`src/rtl/alu_control_unit_if.sv`:
```
// -----------------------------------------------------------------------------
// alu_control_unit_if
// Request/result bundle for the ALU control decoder.
//   in_valid  : request qualifier, ALUopt/func meaningful this cycle
//   ALUopt    : main-decoder ALU operation class (3 bits)
//   func      : R-type funct field, instr[5:0] (6 bits)
//   ALUctr    : registered ALU operation select (3 bits)
//   out_valid : ALUctr/illegal were updated from a valid request last cycle
//   illegal   : last valid request had an undecodable ALUopt/func pair
// Modports:
//   master : issues requests, observes results
//   slave  : the decoder itself
// -----------------------------------------------------------------------------
interface alu_control_unit_if;
  logic       in_valid;
  logic [2:0] ALUopt;
  logic [5:0] func;
  logic [2:0] ALUctr;
  logic       out_valid;
  logic       illegal;

  modport master (
    output in_valid, ALUopt, func,
    input  ALUctr, out_valid, illegal
  );

  modport slave (
    input  in_valid, ALUopt, func,
    output ALUctr, out_valid, illegal
  );
endinterface

```
`src/rtl/alu_control_unit.sv`:
```
// -----------------------------------------------------------------------------
// alu_control_unit
// Translates the main decoder's ALU operation class plus the R-type funct
// field into a 3-bit ALU operation select. One-cycle latency, no stall.
//
// Ports:
//   clk  : rising-edge clock
//   rst  : synchronous active-high reset
//   bus  : alu_control_unit_if.slave (in_valid/ALUopt/func in,
//          ALUctr/out_valid/illegal out)
//
// ALUctr encoding: 000 AND, 001 OR, 010 ADD, 011 XOR, 100 NOR, 110 SUB,
// 111 SLT; 101 is never produced.
//
// Configuration macro:
//   ALU_CTRL_EXT_FUNC_EN : when defined, R-type also decodes addu/subu/xor/nor.
//                          When undefined those funct codes are illegal and
//                          XOR/NOR selects are never produced.
// -----------------------------------------------------------------------------
module alu_control_unit (
  input logic              clk,
  input logic              rst,
  alu_control_unit_if.slave bus
);

  localparam logic [2:0] CTR_AND = 3'b000;
  localparam logic [2:0] CTR_OR  = 3'b001;
  localparam logic [2:0] CTR_ADD = 3'b010;
`ifdef ALU_CTRL_EXT_FUNC_EN
  localparam logic [2:0] CTR_XOR = 3'b011;
  localparam logic [2:0] CTR_NOR = 3'b100;
`endif
  localparam logic [2:0] CTR_SUB = 3'b110;
  localparam logic [2:0] CTR_SLT = 3'b111;

  logic [2:0] ctr_reg;
  logic [2:0] ctr_next;
  logic       illegal_reg;
  logic       illegal_next;
  logic       valid_reg;

  // Pure decode of the current inputs. Undecodable pairs fall back to ADD so
  // a downstream ALU always sees a benign operation alongside illegal=1.
  always_comb begin
    ctr_next     = CTR_ADD;
    illegal_next = 1'b0;
    case (bus.ALUopt)
      3'b000: ctr_next = CTR_ADD;   // load/store/addi
      3'b001: ctr_next = CTR_SUB;   // beq/bne
      3'b010: ctr_next = CTR_OR;    // ori
      3'b011: ctr_next = CTR_AND;   // andi
      3'b101: ctr_next = CTR_SLT;   // slti
      3'b100: begin                 // R-type, decode funct
        case (bus.func)
          6'b100000: ctr_next = CTR_ADD;
          6'b100010: ctr_next = CTR_SUB;
          6'b100100: ctr_next = CTR_AND;
          6'b100101: ctr_next = CTR_OR;
          6'b101010: ctr_next = CTR_SLT;
`ifdef ALU_CTRL_EXT_FUNC_EN
          6'b100001: ctr_next = CTR_ADD;  // addu
          6'b100011: ctr_next = CTR_SUB;  // subu
          6'b100110: ctr_next = CTR_XOR;
          6'b100111: ctr_next = CTR_NOR;
`endif
          default: begin
            ctr_next     = CTR_ADD;
            illegal_next = 1'b1;
          end
        endcase
      end
      default: begin                // 110, 111
        ctr_next     = CTR_ADD;
        illegal_next = 1'b1;
      end
    endcase
  end

  // Result registers only load on a valid request; idle cycles keep the last
  // result visible but drop out_valid.
  always_ff @(posedge clk) begin
    if (rst) begin
      ctr_reg     <= CTR_AND;
      illegal_reg <= 1'b0;
      valid_reg   <= 1'b0;
    end else begin
      valid_reg <= bus.in_valid;
      if (bus.in_valid) begin
        ctr_reg     <= ctr_next;
        illegal_reg <= illegal_next;
      end
    end
  end

  assign bus.ALUctr    = ctr_reg;
  assign bus.illegal   = illegal_reg;
  assign bus.out_valid = valid_reg;

endmodule

```
`src/flat_wrapper.sv`:
```
// flat-port wrapper written by rule: the top's interface ports become plain ports
module alu_control_unit_flat 
  (clk, rst, bus_in_valid, bus_ALUopt, bus_func, bus_ALUctr, bus_out_valid, bus_illegal);
  alu_control_unit_if bus_i ();
  input logic clk;
  input logic rst;
  input wire logic [$bits(bus_i.in_valid)-1:0] bus_in_valid;
  input wire logic [$bits(bus_i.ALUopt)-1:0] bus_ALUopt;
  input wire logic [$bits(bus_i.func)-1:0] bus_func;
  output wire logic [$bits(bus_i.ALUctr)-1:0] bus_ALUctr;
  output wire logic [$bits(bus_i.out_valid)-1:0] bus_out_valid;
  output wire logic [$bits(bus_i.illegal)-1:0] bus_illegal;
  assign bus_i.in_valid = bus_in_valid;
  assign bus_i.ALUopt = bus_ALUopt;
  assign bus_i.func = bus_func;
  assign bus_ALUctr = bus_i.ALUctr;
  assign bus_out_valid = bus_i.out_valid;
  assign bus_illegal = bus_i.illegal;
  alu_control_unit u_core (.clk(clk), .rst(rst), .bus(bus_i));
endmodule
```
`config.mk`:
```
export PLATFORM = sky130hd
export DESIGN_NAME = alu_control_unit_flat
export DESIGN_NICKNAME = d
export VERILOG_FILES = /design/src/rtl/alu_control_unit_if.sv /design/src/rtl/alu_control_unit.sv /design/src/flat_wrapper.sv
export SDC_FILE = /design/constraint.sdc
export NUM_CORES = 1
export LEC_CHECK = 0
export ABC_AREA = 0
export CORE_MARGIN = 3
export CORE_UTILIZATION = 25
export DETAILED_ROUTE_END_ITERATION = 6
export MAX_ROUTING_LAYER = met4
export PLACE_DENSITY = 0.64
export RECOVER_POWER = 50
export SETUP_SLACK_MARGIN = 0.02
export SLEW_MARGIN = 20
export SYNTH_ARGS = -nofsm -noshare
export SYNTH_HDL_FRONTEND = slang
export SYNTH_SLANG_ARGS = --single-unit
export TNS_END_PERCENT = 50
```
`constraint.sdc`:
```
create_clock -name clk -period 1.3 [get_ports clk]
set_input_delay 0.26 -clock clk [delete_from_list [all_inputs] [get_ports clk]]
set_output_delay 0.26 -clock clk [all_outputs]
set_load 0.005 [all_outputs]
```
==> impl_metrics.tcl <==
set metrics [dict create \
    cp_num_buf_inv 1 \
    crit_type "primary input to flop" \
    first_pass_iters 3 \
    vias 398 \
    drt_iter0_drc 6 \
    area_growth_pct 85.07 \
    status "finished clean" \
    use_met1 0.1237 \
    p_seq_frac 0.345 \
    gp_congestion 0.7296 \
    pin_count 17 \
    antenna_found_initial 0 \
    max_stage_delay_ns 0.55 \
    tightest_slew_ns 0.3163 \
    fill_cells 122 \
    hold_path_class "primary input to flop" \
    grt-ovfl-total 0 \
    cts_max_path_buffers 2 \
    cts_buffers 3 \
    first_global_vias 382 \
    die_x_um 42.63 \
    cp_data_required_time_ns 1.45 \
    clkLatencyLatePin_ns 0.24 \
    avgSynthCellArea_um2 9.315 \
    relSlewSlack 0.7888 \
    synth_area_leader_cell "dfxtp_1" \
    dpl.hpwl_um 717.6 \
    cts_setup_buffers 0 \
    grt_util_all_layers 0.1077 \
    port_buffers 16 \
    min_period_over_period 0.9288 \
    grtUsageMet3 0.02575 \
    layout_commonest_cell "buf_4" \
    drive_above_1_share 0.2769 \
    critical_path.top_delay_family "simple AND/OR/NAND/NOR gates" \
    drv_slew 0 \
    critPathSlowestCell "or4b_1" \
    drc 0 \
    pre_cts_ws_ns -0.4329 \
    critPathArrivalTime_ns 1.36 \
    hold_viol_final 0 \
    ir_drop_uv 244.8 \
    fp.dieH_um 42.63 \
    switching_share 0.2521 \
    setup_viol 0 \
    skew_ns 0 \
    setup_ws_ns 0.09261 \
    pwr-share-clk 0.374 \
    crit_chain "clkbuf_2, ha_4, mux2i_1, or4b_1, o32ai_2" \
    crit_path_max_fanout 2 \
    synth_area_leaders "dfxtp_1 30%, mux2i_1 6.0%, nor2b_1 5.6%" \
    wire_per_inst_um 12.29 \
    mostFrequentLayoutCells "10 x buf_4, 6 x clkdlybuf4s50_1, 5 x dlygate4sd2_1, 5 x dfxtp_1" \
    htreeDepth 1 \
    yosysUniqueCellTypes 26 \
    diodes 0 \
    rsz0062_at_grt "yes" \
    grt_start_max_net_pins 9 \
    rows 12 \
    viasPerCell 5.038 \
    syn-cell-area_um2 335.3 \
    fp.coreArea_um2 1186 \
    tritoncts "done" \
    finish.utilization 0.5232 \
    ys.warnings.count 0 \
    p_int_mw 0.3589 \
    end_kind "flop" \
    start_util 0.2827 \
    period_needed_ns 1.207 \
    grt_pass1_wl_mm 1.455 \
    cap_violations 0 \
    drtAntennaViolNets 0 \
    timing.fmax_ghz 0.8282 \
    p_sw_mw 0.1210 \
    clk_pin_slew_worst_paths_ns 0.04 \
    drt-total-wl_um 971 \
    root_buffer "clkbuf_4" \
    comb_power_share 0.281 \
    p_leak_nw 0.2754 \
    yosysTopAreaCellShare 0.2985 \
    syn-instance-count 36 \
    design.die.area_um2 1817 \
    busiest_layer "met2" \
    largest_reg_flops 3 \
    cp-start-kind "primary input" \
    syn-num-nets 49 \
    seq_area_frac_synth 0.2985 \
    clock-sinks 5 \
    powerDensity_nw_per_um2 773.2 \
    final_nets 79 \
    ys_ff_latch 5 \
    grtUsageMet2 0.1617 \
    tns_ns 0 \
]
[Yosys cell counts]
library cell	number
nor2b_1	3
a21oi_1	1
nor4b_1	1
nor3b_1	1
a41oi_1	1
mux2i_1	2
o21ai_0	3
nor4b_2	1
nand4_1	1
o32ai_1	1
ha_1	1
inv_1	2
o2bb2ai_1	1
nand2b_1	1
o211ai_1	1
and4bb_1	1
a311oi_1	1
nand2_1	1
o22ai_1	1
nand3_1	1
nor4bb_1	1
a31oi_1	1
buf_2	1
or4b_1	1
nand4bb_1	1
dfxtp_1	5
[per-layer routing]
metal | up-vias | share of wire
li1 | 205 | -
met1 | 176 | 0.45
met2 | 15 | 0.47
met3 | 2 | 0.076
met4 | 0 | 0.0082
met5 | - | 0
[cells by family after synthesis]
family | share of synthesized area
AO/OA/AOI/OAI | 0.2239
adder cells (fa/ha/maj) | 0.03731
buffers and inverters | 0.03731
flip-flops | 0.2985
multiplexers | 0.05970
AND/OR/NAND/NOR | 0.3433
[worst reg2reg max path: stages, from the launching register on]
cell      delay (ns)
dfxtp_1         0.30
nor3b_1         0.13
a41oi_1         0.16
o211ai_1        0.10
[timing repair]
action | 4_1_cts | 5_1_grt
setup endpoints to repair | 9 | 4
cloned | 0 | 0
gates resized for setup | 7 | 11
pin swaps | 3 | 3
hold buffers | 0 | 0
[worst paths after layout]
kind                                                         from                                end  slack [ns]  cells after the start
worst max-delay path                                bus_ALUopt[2]  u_core.bus.ALUctr[2]$_SDFFE_PP0P_        0.09                      5
worst min-delay path                                          rst    u_core.bus.illegal$_SDFFE_PP0P_        0.41                      2
worst max register to register  u_core.bus.ALUctr[0]$_SDFFE_PP0P_  u_core.bus.ALUctr[0]$_SDFFE_PP0P_        0.49                      3
worst min register to register  u_core.bus.ALUctr[2]$_SDFFE_PP0P_  u_core.bus.ALUctr[2]$_SDFFE_PP0P_        0.49                      2
[cell type report]
class,count,area (µm²),area share
clock buffer,4,26.28,0.04234
inverter,2,7.507,0.01210
multi-input combinational,28,251.5,0.4052
sequential,5,100.1,0.1613
tap,14,17.52,0.02823
timing repair buffer,26,217.7,0.3508
[stage by stage]
step | power, mW | cell area [µm²] | hold WS, ns | instances
after floorplan | 0.2083 | 335.3 | 0.3380 | 36
after global placement | 0.3036 | 583.1 | 0.4665 | 75
after detailed placement | 0.3037 | 583.1 | 0.4629 | 75
after CTS | 0.4813 | 600.6 | 0.4686 | 79
after global routing | 0.5129 | 620.6 | 0.4221 | 79
final | 0.4799 | 620.6 | 0.4135 | 79
[power groups by stage]
stage	Combinational, mW	Clock, mW	Sequential, mW
global placement	0.135	0	0.168
CTS	0.128	0.187	0.166
finish	0.135	0.179	0.166
detailed placement	0.135	0	0.169
global route	0.147	0.199	0.167
floorplan	0.0389	0	0.169
Power figures use the tool's default switching activity.
